--- src/rtl/sd_crc16_check.sv ---
// Receive-side CRC16-CCITT checker for SD SPI data blocks (bit-serial, one bit per clock).
// Optional saturating error counter on err_count when SD_CRC16_ERRCNT_EN is defined.
module sd_crc16_check #(
    parameter int BLOCK_LEN = 512
) (
    input  logic        clk,
    input  logic        rst,
    input  logic        start,
    input  logic [7:0]  byte_in,
    input  logic        byte_valid,
    output logic        byte_ready,
    output logic        busy,
    output logic        done,
    output logic        crc_ok,
    output logic [15:0] crc_calc
`ifdef SD_CRC16_ERRCNT_EN
    ,
    output logic [7:0]  err_count
`endif
);

    localparam int CW = $clog2(BLOCK_LEN + 1);

    typedef enum logic [2:0] {
        IDLE,
        WAIT_DATA,
        SHIFT,
        WAIT_HI,
        WAIT_LO,
        DONE
    } state_t;

    state_t          state;
    state_t          state_next;
    logic [7:0]      shreg;
    logic [2:0]      bit_cnt;
    logic [CW-1:0]   byte_cnt;
    logic [7:0]      rx_crc_hi;
    logic [15:0]     crc;
    logic            crc_inv;
    logic [15:0]     crc_step;
    logic            last_bit;
    logic            last_byte;

    assign crc_inv   = shreg[7] ^ crc[15];
    assign crc_step  = {crc[14:0], 1'b0} ^ (crc_inv ? 16'h1021 : 16'h0000);
    assign last_bit  = (bit_cnt == 3'd7);
    assign last_byte = (byte_cnt == CW'(BLOCK_LEN - 1));

    assign busy     = (state != IDLE);
    assign done     = (state == DONE);
    assign crc_calc = crc;

    always_ff @(posedge clk or posedge rst) begin
        if (rst)
            state <= IDLE;
        else
            state <= state_next;
    end

    // start overrides whatever the per-state logic decided
    always_comb begin
        state_next = state;
        byte_ready = 1'b0;
        case (state)
            IDLE: ;
            WAIT_DATA: begin
                byte_ready = 1'b1;
                if (byte_valid)
                    state_next = SHIFT;
            end
            SHIFT: begin
                if (last_bit)
                    state_next = last_byte ? WAIT_HI : WAIT_DATA;
            end
            WAIT_HI: begin
                byte_ready = 1'b1;
                if (byte_valid)
                    state_next = WAIT_LO;
            end
            WAIT_LO: begin
                byte_ready = 1'b1;
                if (byte_valid)
                    state_next = DONE;
            end
            DONE:    state_next = IDLE;
            default: state_next = IDLE;
        endcase
        if (start)
            state_next = WAIT_DATA;
    end

    always_ff @(posedge clk or posedge rst) begin
        if (rst) begin
            shreg     <= 8'h00;
            bit_cnt   <= 3'd0;
            byte_cnt  <= '0;
            rx_crc_hi <= 8'h00;
            crc       <= 16'h0000;
            crc_ok    <= 1'b0;
        end else if (start) begin
            shreg     <= 8'h00;
            bit_cnt   <= 3'd0;
            byte_cnt  <= '0;
            rx_crc_hi <= 8'h00;
            crc       <= 16'h0000;
            crc_ok    <= 1'b0;
        end else begin
            case (state)
                WAIT_DATA: begin
                    if (byte_valid) begin
                        shreg   <= byte_in;
                        bit_cnt <= 3'd0;
                    end
                end
                SHIFT: begin
                    crc     <= crc_step;
                    shreg   <= {shreg[6:0], 1'b0};
                    bit_cnt <= bit_cnt + 3'd1;
                    if (last_bit)
                        byte_cnt <= byte_cnt + CW'(1);
                end
                WAIT_HI: begin
                    if (byte_valid)
                        rx_crc_hi <= byte_in;
                end
                WAIT_LO: begin
                    if (byte_valid)
                        crc_ok <= ({rx_crc_hi, byte_in} == crc);
                end
                default: ;
            endcase
        end
    end

`ifdef SD_CRC16_ERRCNT_EN
    // Survives start so software can read an accumulated error total
    always_ff @(posedge clk or posedge rst) begin
        if (rst)
            err_count <= 8'h00;
        else if (done && !crc_ok && err_count != 8'hFF)
            err_count <= err_count + 8'd1;
    end
`endif

endmodule

--- config.mk ---
export PLATFORM = sky130hd
export DESIGN_NAME = sd_crc16_check
export DESIGN_NICKNAME = d
export VERILOG_FILES = /design/src/rtl/sd_crc16_check.sv
export SDC_FILE = /design/constraint.sdc
export NUM_CORES = 1
export LEC_CHECK = 0
export CORE_ASPECT_RATIO = 1.75
export CORE_MARGIN = 2
export CORE_UTILIZATION = 45
export DETAILED_ROUTE_END_ITERATION = 7
export HOLD_SLACK_MARGIN = 0.08
export PLACE_DENSITY = 0.65
export SYNTH_ARGS = -nofsm -noshare
export SYNTH_HDL_FRONTEND = slang
export SYNTH_SLANG_ARGS = --single-unit
export TNS_END_PERCENT = 100
--- constraint.sdc ---
create_clock -name clk -period 4.22 [get_ports clk]
set_input_delay 1.055 -clock clk [delete_from_list [all_inputs] [get_ports clk]]
set_output_delay 1.055 -clock clk [all_outputs]
set_load 0.03 [all_outputs]
# == Word level (Yosys, flattened, before mapping) ==
# Index checks and enable logic that the tools add are counted.
# op_classes
n_addsub,2
multipliers,0
div_mod_pow,0
order_cmp,0
eq_ne,13
shifts,0
muxes,25
bitwise,2
n_reduce_logical,14
# op_table
cell,n
$mux W16,2
$mux W8,4
$mux W10,3
$mux W3,7
$eq A16 B16 Y1,1
$pmux W8 S2,1
$xor A16 B13 Y16,1
$pmux W3 S5,1
$mux W13,1
$ne A3 B3 Y1 const B,4
$add A10 B1 Y10 const B,1
$eq A10 B9 Y1 const B,1
$reduce_bool A2 Y1,5
$eq A3 B3 Y1 const B,3
$reduce_and A2 Y1,4
$eq A3 B2 Y1 const B,2
$pmux W3 S2,1
$reduce_bool A3 Y1,2
$reduce_and A5 Y1,1
$mux W1,4
$add A3 B1 Y3 const B,1
$eq A3 B1 Y1 const B,1
$logic_not A3 Y1,1
$reduce_or A3 Y1,1
other kinds (3),3
# totals
ff_bits,49
latch_bits,0
mem_bits_rw,0
rom_bits,0
output_inout_bits,20
n_memories,0

# == Depth between registers and ports, before layout ==
# Gate-level depths: netlist (run 1).
# depth
word_depth,5
mapped_depth,6
depth_no_buf,6

# == Worst setup path after synthesis (run 1) ==
# No wires, ideal clock.
# synth_path
kind,register to output
start,reg state[0]
end,out done
arrival_ps,1349
required_time_ps,3165
setup_slack_ps,1816
stages_incl_launch_ff,4
n_path_buf,1
cell_sequence,dfrtp_1 > buf_4 > inv_1 > nor3b_1
# synth_via
elab_chain_cells,1
# synth_lines
item,line,source
"start, declared",33,state_t state;
"start signal, assigned",58,state <= state_next;
$eq A3 B3 Y1,51,assign done = (state == DONE);
"end, declared",13,"output logic done,"
# No other way between the ends.

# == Worst setup path after layout (run 1) ==
# Ends and elaborated chain as after synthesis.

==> results.sh, run 1 <==
export IMPL_synth_fp_nets=285
export IMPL_clkTransAtPathRegs_ns=0.09
export IMPL_clockPowerShare=0.404
export IMPL_cp_max_fo=15
export IMPL_post_dp_cell_area_um2=2848
export IMPL_cts_hold_buffers=0
export IMPL_finalClockSkew_ns=0.005072
export IMPL_whs_endpoint="shreg[0]"
export IMPL_worstMarginPinSlew_ns=1.031
export IMPL_r2r_setup_slack_ns=2.11
export IMPL_p_comb_frac=0.098
export IMPL_cts_buffers=5
export IMPL_max_freq_mhz=326.9
export IMPL_register_area_um2=1226
export IMPL_final_nets=307
export IMPL_die_w_um=60.78
export IMPL_ys_warn_count=0
export IMPL_critPathArrivalTime_ns=2.00
export IMPL_fin_crit_sh=0.7249
export IMPL_cts_setup_buffers=0
export IMPL_critPathBufInv=2
export IMPL_powerDensity_nw_per_um2=333.9
export IMPL_synth_seq_cells=49
export IMPL_cts_repair_resized=0
export IMPL_drc=0
export IMPL_synth_area_per_cell_um2=9.403
export IMPL_async_flop_share=1.000
export IMPL_via_per_inst=5.304
export IMPL_gp_congestion=0.7681
export IMPL_grt_pass1_vias=1855
export IMPL_cp_start_kind="flip-flop"
export IMPL_min_period_ns=3.059
export IMPL_tns_ns=0
export IMPL_endpoint_kind="primary output"
export IMPL_grt_max_degree=51
export IMPL_track_usage=0.1968
export IMPL_min_from="shreg[0]"
export IMPL_htreeDepth=2
export IMPL_die_h_um=103.4
export IMPL_power_switching_uw=237.2
export IMPL_core_um2=5495
export IMPL_critPathKind="reg -> out"
export IMPL_clockRootBuffer="clkbuf_8"
export IMPL_crit_slowest_cell="clkdlybuf4s50_1"
export IMPL_clk_latency_ns=0.30
export IMPL_wl_per_cell_um=15.11
export IMPL_fillers=547
export IMPL_fin_hold_ws_ns=0.5141
export IMPL_initialDrtViolationCount=90
export IMPL_vdd_drop_max_mv=0.2775
export IMPL_drive_gt1_frac=0.08532
export IMPL_r2r_end="shreg[4]"
export IMPL_syn_area_um2=2539
export IMPL_clkSinkCount=49
export IMPL_n_antenna_cell=0
export IMPL_hpwl_mm=3.790
export IMPL_synth_distinct_cells=40
export IMPL_synth_top_cell_by_area="dfrtp_1"
export IMPL_drv_cap=0
export IMPL_sequentialPowerShare=0.498
export IMPL_yosysTopAreaCellShare=0.4830
export IMPL_intPower_uw=758.4
export IMPL_drt_wl_total_mm=5.575
export IMPL_yosys_top_cells_count="nand2_1, dfrtp_1, a21oi_1"
export IMPL_rr_worst_depth=4
export IMPL_finalHoldViolCount=0
export IMPL_min_path_cells=1
export IMPL_synth_edff_count=0
export IMPL_multiInputGateArea_um2=1210
export IMPL_maxSlewHeadroom=0.3117
export IMPL_leakagePower_uw=0.001286
export IMPL_r2r_start="state[1]"
export IMPL_rsz0062_at_grt="false"
export IMPL_setup_violations=0
export IMPL_boundaryPins=32
export IMPL_dr_pass1_iters=4
export IMPL_final_area_um2=2982
export IMPL_cp_cell_sequence="inv_1 -> nor3b_1 -> clkdlybuf4s50_1"
export IMPL_slew_violations=0
export IMPL_vias=1957
export IMPL_netSwitchingFraction=0.2382
export IMPL_slowest_delay_ns=0.70
export IMPL_outcome="finished, final reports clean"
export IMPL_portBuffers=31
export IMPL_rows=36
export IMPL_antenna_found_initial=0
export IMPL_clk_path_buf_depth=2
export IMPL_yosys_top_cells_area="dfrtp_1, nand2_1, a21oi_1, xor2_1, mux2_2"
export IMPL_critPathTopFamily="buffers and inverters"
export IMPL_grt_pass1_wl_mm=9.211
export IMPL_syn_to_final_growth_pct=17.45
export IMPL_ys_seq_area_frac=0.4830
export IMPL_die_area_um2=6282
export IMPL_hp_class="reg -> reg"
export IMPL_initial_core_util=0.4620
export IMPL_yosysMostFrequentCell="nand2_1"
export IMPL_syn_inst=270
export IMPL_cts_tree="yes"
export IMPL_crit_required_ns=3.16
export IMPL_grt_overflow_total=0
export IMPL_synth_main_ff_cell="dfrtp_1"
export IMPL_ant_nets=0
## metrics by stage
stage / worst slack (ns) / instances / util / total power, uW
detailed placement: 1.251 / 361 / 0.5182 / 604.5
floorplan: 1.816 / 270 / - / 573.4
CTS: 1.156 / 369 / 0.5426 / 1000
global route: 1.042 / 369 / 0.5426 / 1031
global placement: 1.302 / 361 / 0.5182 / 603.1
finish: 1.161 / 369 / 0.5426 / 995.6
## power by group through the flow
stage | clock network (uW) | logic (uW) | registers, uW
after global routing | 424 | 108 | 499
after floorplan | 0 | 73.7 | 500
after detailed placement | 0 | 99.2 | 505
final | 402 | 97.5 | 496
after CTS | 405 | 99.5 | 496
after global placement | 0 | 98.4 | 505
## registers in the layout (all words and copies together), names as in the netlist
signal and flops:
bit_cnt 3, rx_crc_hi 8, crc_ok 1, crc_calc 16
byte_cnt 10, shreg 8, state 3
## final cells by class
class,instances,share of cell area
inverters,3,0.003777
multi-input cells,202,0.4058
clock buffers,5,0.02308
flip-flops and latches,49,0.4112
well taps,76,0.03189
repair buffers,31,0.1024
clock inverters,3,0.02182
## routing by layer
layer  vias up  global-route usage  part of all wire
met5         -                   0                 0
met4         0             0.06689             0.016
met3         7             0.02612             0.023
met2        35              0.3383              0.53
met1       968              0.2498              0.43
li1        947                   -                 -
## kinds of logic after synthesis
| group | count (synthesis) | share of synthesized area |
|---|---|---|
| xor gates and xnor gates | 27 | 0.09315 |
| muxes | 9 | 0.03992 |
| and+or+nand+nor | 117 | 0.2262 |
| buffers and inverters | 19 | 0.04041 |
| DFF | 49 | 0.4830 |
| AOI/OAI and AO/OA | 46 | 0.1025 |
| adders and majority gates | 3 | 0.01479 |
## cells in the final DEF, fill, tap and decap left out, drive strengths merged
cell	n
a2111oi	1
a211oi	1
a21oi	36
a22o	2
a31o	1
a31oi	1
and3	1
and4	1
and4bb	1
buf	1
bufinv	2
clkbuf	5
clkdlybuf4s50	30
clkinv	1
dfrtp	49
ha	3
inv	3
mux2	9
nand2	69
nand2b	1
nand3	6
nand3b	1
nand4	4
nand4bb	2
nor2	16
nor2b	1
nor3	1
nor3b	3
nor4	5
o21ai	3
o32a	1
or2b	1
or3	2
or3b	1
or4	1
xnor2	8
xor2	19
## worst max-delay path by stage
stage / from / end / slack (ns) / cells past startpoint
after floorplan: state[0] / done / 1.82 / 3
after global placement: byte_valid / shreg[2] / 1.30 / 5
after detailed placement: byte_valid / shreg[4] / 1.25 / 5
after CTS: state[0] / done / 1.16 / 3
after global routing: state[0] / done / 1.04 / 3
final: state[0] / done / 1.16 / 3
No activity file was read; power rests on OpenSTA's default activity.
==> run 2, diff against run 1 <==
==> constraint.sdc (replaced) <==
create_clock -name clk -period 3.1 [get_ports clk]
set_input_delay 0.775 -clock clk [delete_from_list [all_inputs] [get_ports clk]]
set_output_delay 0.775 -clock clk [all_outputs]
set_load 0.03 [all_outputs]
==> run 2 against run 1 <==
- sequential cell count unchanged
- via count up 0.20%
- worst hold slack better by 0.0015 ns
- clock-buffer cell count up 1
- wire length up 2.1%
- critical path type unchanged
==> results.sh, run 2 (synthesis gave the netlist of run 1 again) <==
export IMPL_outcome="finished, final reports clean"
export IMPL_powerDensity_nw_per_um2=432.4
export IMPL_clk_path_buf_depth=2
export IMPL_endpoint_kind="primary output"
export IMPL_max_freq_mhz=361.3
export IMPL_clockRootBuffer="clkbuf_8"
export IMPL_tns_ns=0
export IMPL_largest_reg_flops=16
export IMPL_rsz0062_at_grt="false"
export IMPL_min_period_ns=2.768
export IMPL_core_um2=5495
export IMPL_hp_class="reg -> reg"
export IMPL_cp_start_kind="flip-flop"
export IMPL_clkTransAtPathRegs_ns=0.09
export IMPL_cts_tree="yes"
export IMPL_finalClockSkew_ns=0.01066
export IMPL_grt_overflow_total=0
export IMPL_fin_hold_ws_ns=0.5156
export IMPL_cts_buffers=5
export IMPL_cts_repair_resized=0
export IMPL_dp_slack_ns=0.4238
export IMPL_clkSinkCount=49
export IMPL_vdd_drop_max_mv=0.3101
export IMPL_critPathKind="reg -> out"
export IMPL_grt_pass1_vias=1886
export IMPL_n_antenna_cell=0
export IMPL_dr_pass1_iters=4
export IMPL_drive_gt1_frac=0.09764
export IMPL_mostFrequentLayoutCells="nand2_1, dfrtp_1, a21oi_1"
export IMPL_boundaryPins=32
export IMPL_crit_required_ns=2.32
export IMPL_worstMarginPinSlew_ns=0.8427
export IMPL_track_usage=0.2046
export IMPL_leakagePower_uw=0.001295
export IMPL_gp_congestion=0.7439
export IMPL_die_h_um=103.4
export IMPL_setup_slack_ns=0.3324
export IMPL_finalHoldViolCount=0
export IMPL_grt_pass1_wl_mm=9.453
export IMPL_drt_wl_total_mm=5.691
export IMPL_initialDrtViolationCount=90
export IMPL_rows=36
export IMPL_grt_max_degree=50
export IMPL_maxSlewHeadroom=0.4382
export IMPL_antenna_found_initial=0
export IMPL_hpwl_mm=4.058
export IMPL_multiInputGateArea_um2=1210
export IMPL_fin_cells=373
export IMPL_drv_cap=0
export IMPL_cts_hold_buffers=0
export IMPL_final_common_cell="nand2_1"
export IMPL_fillers=556
export IMPL_setup_violations=0
export IMPL_via_per_inst=5.257
export IMPL_post_dp_cell_area_um2=2878
export IMPL_initial_core_util=0.4620
export IMPL_final_area_um2=2998
export IMPL_critPathArrivalTime_ns=1.99
export IMPL_portBuffers=31
export IMPL_ant_nets=0
export IMPL_fin_crit_sh=0.8928
export IMPL_wl_per_cell_um=15.26
export IMPL_register_area_um2=1226
export IMPL_die_w_um=60.78
export IMPL_cts_setup_buffers=0
export IMPL_vias=1961
export IMPL_clk_latency_ns=0.31
export IMPL_drc=0
export IMPL_die_area_um2=6282
export IMPL_htreeDepth=2
export IMPL_syn_to_final_growth_pct=18.09
export IMPL_place_inst=365
export IMPL_final_nets=311
export IMPL_cp_max_fo=15
export IMPL_slew_violations=0
==> run 2: cell count changes in the layout (fill, tap and decap cells not counted), sizes merged <==
cell,before,now
buf,1,5
bufinv,2,1
clkinv,1,0
clkbuf,5,6
clkinvlp,0,1
==> run 2: metrics by stage <==
| step | util | total power (uW) |
|---|---|---|
| final | 0.5455 | 1296 |
| after global routing | 0.5455 | 1355 |
| after CTS | 0.5455 | 1311 |
| after detailed placement | 0.5237 | 826.6 |
| after global placement | 0.5237 | 824.3 |
| after floorplan | - | 780.6 |
==> run 2: layout make-up <==
cell class                 instances  share of cell area
sequential                        49              0.4090
multi-input combinational        202              0.4036
clock inverter                     2             0.01252
tap                               76             0.03172
inverter                           3            0.003756
timing repair buffer              35              0.1119
clock buffer                       6             0.02755
==> run 2: report_power, final <==
part / internal, uW / leakage, uW / switching [uW]
logic: 58.3 / 0.000566 / 78.1
registers: 656 / 0.000672 / 18.9
clock network: 262 / 0.0000574 / 222
total: 977 / 0.00129 / 319
==> run 2: critical path, cell delays in order, from the launching register on <==
cell and delay [ns]:
dfrtp_1 0.63, inv_1 0.16, nor3b_1 0.20, clkdlybuf4s50_1 0.70
==> run 2: layer usage <==
layer,track usage,vias to the layer above,part of all wire
met5,0,-,0
met1,0.2544,966,0.42
met3,0.03358,7,0.026
met2,0.3524,28,0.54
met4,0.07023,0,0.016
li1,-,960,-
==> run 2: path summary, 6_finish.rpt <==
check / startpoint / end / slack, ns / cells after the start
worst max-delay path: state[0] / done / 0.33 / 3
worst min-delay path: shreg[6] / shreg[6] / 0.52 / 1
worst max register to register: state[1] / shreg[1] / 1.03 / 4
worst min register to register: shreg[6] / shreg[6] / 0.52 / 1
max in group asynchronous: rst / byte_cnt[2] / 1.74 / 3
min in group asynchronous: rst / state[0] / 0.93 / 3
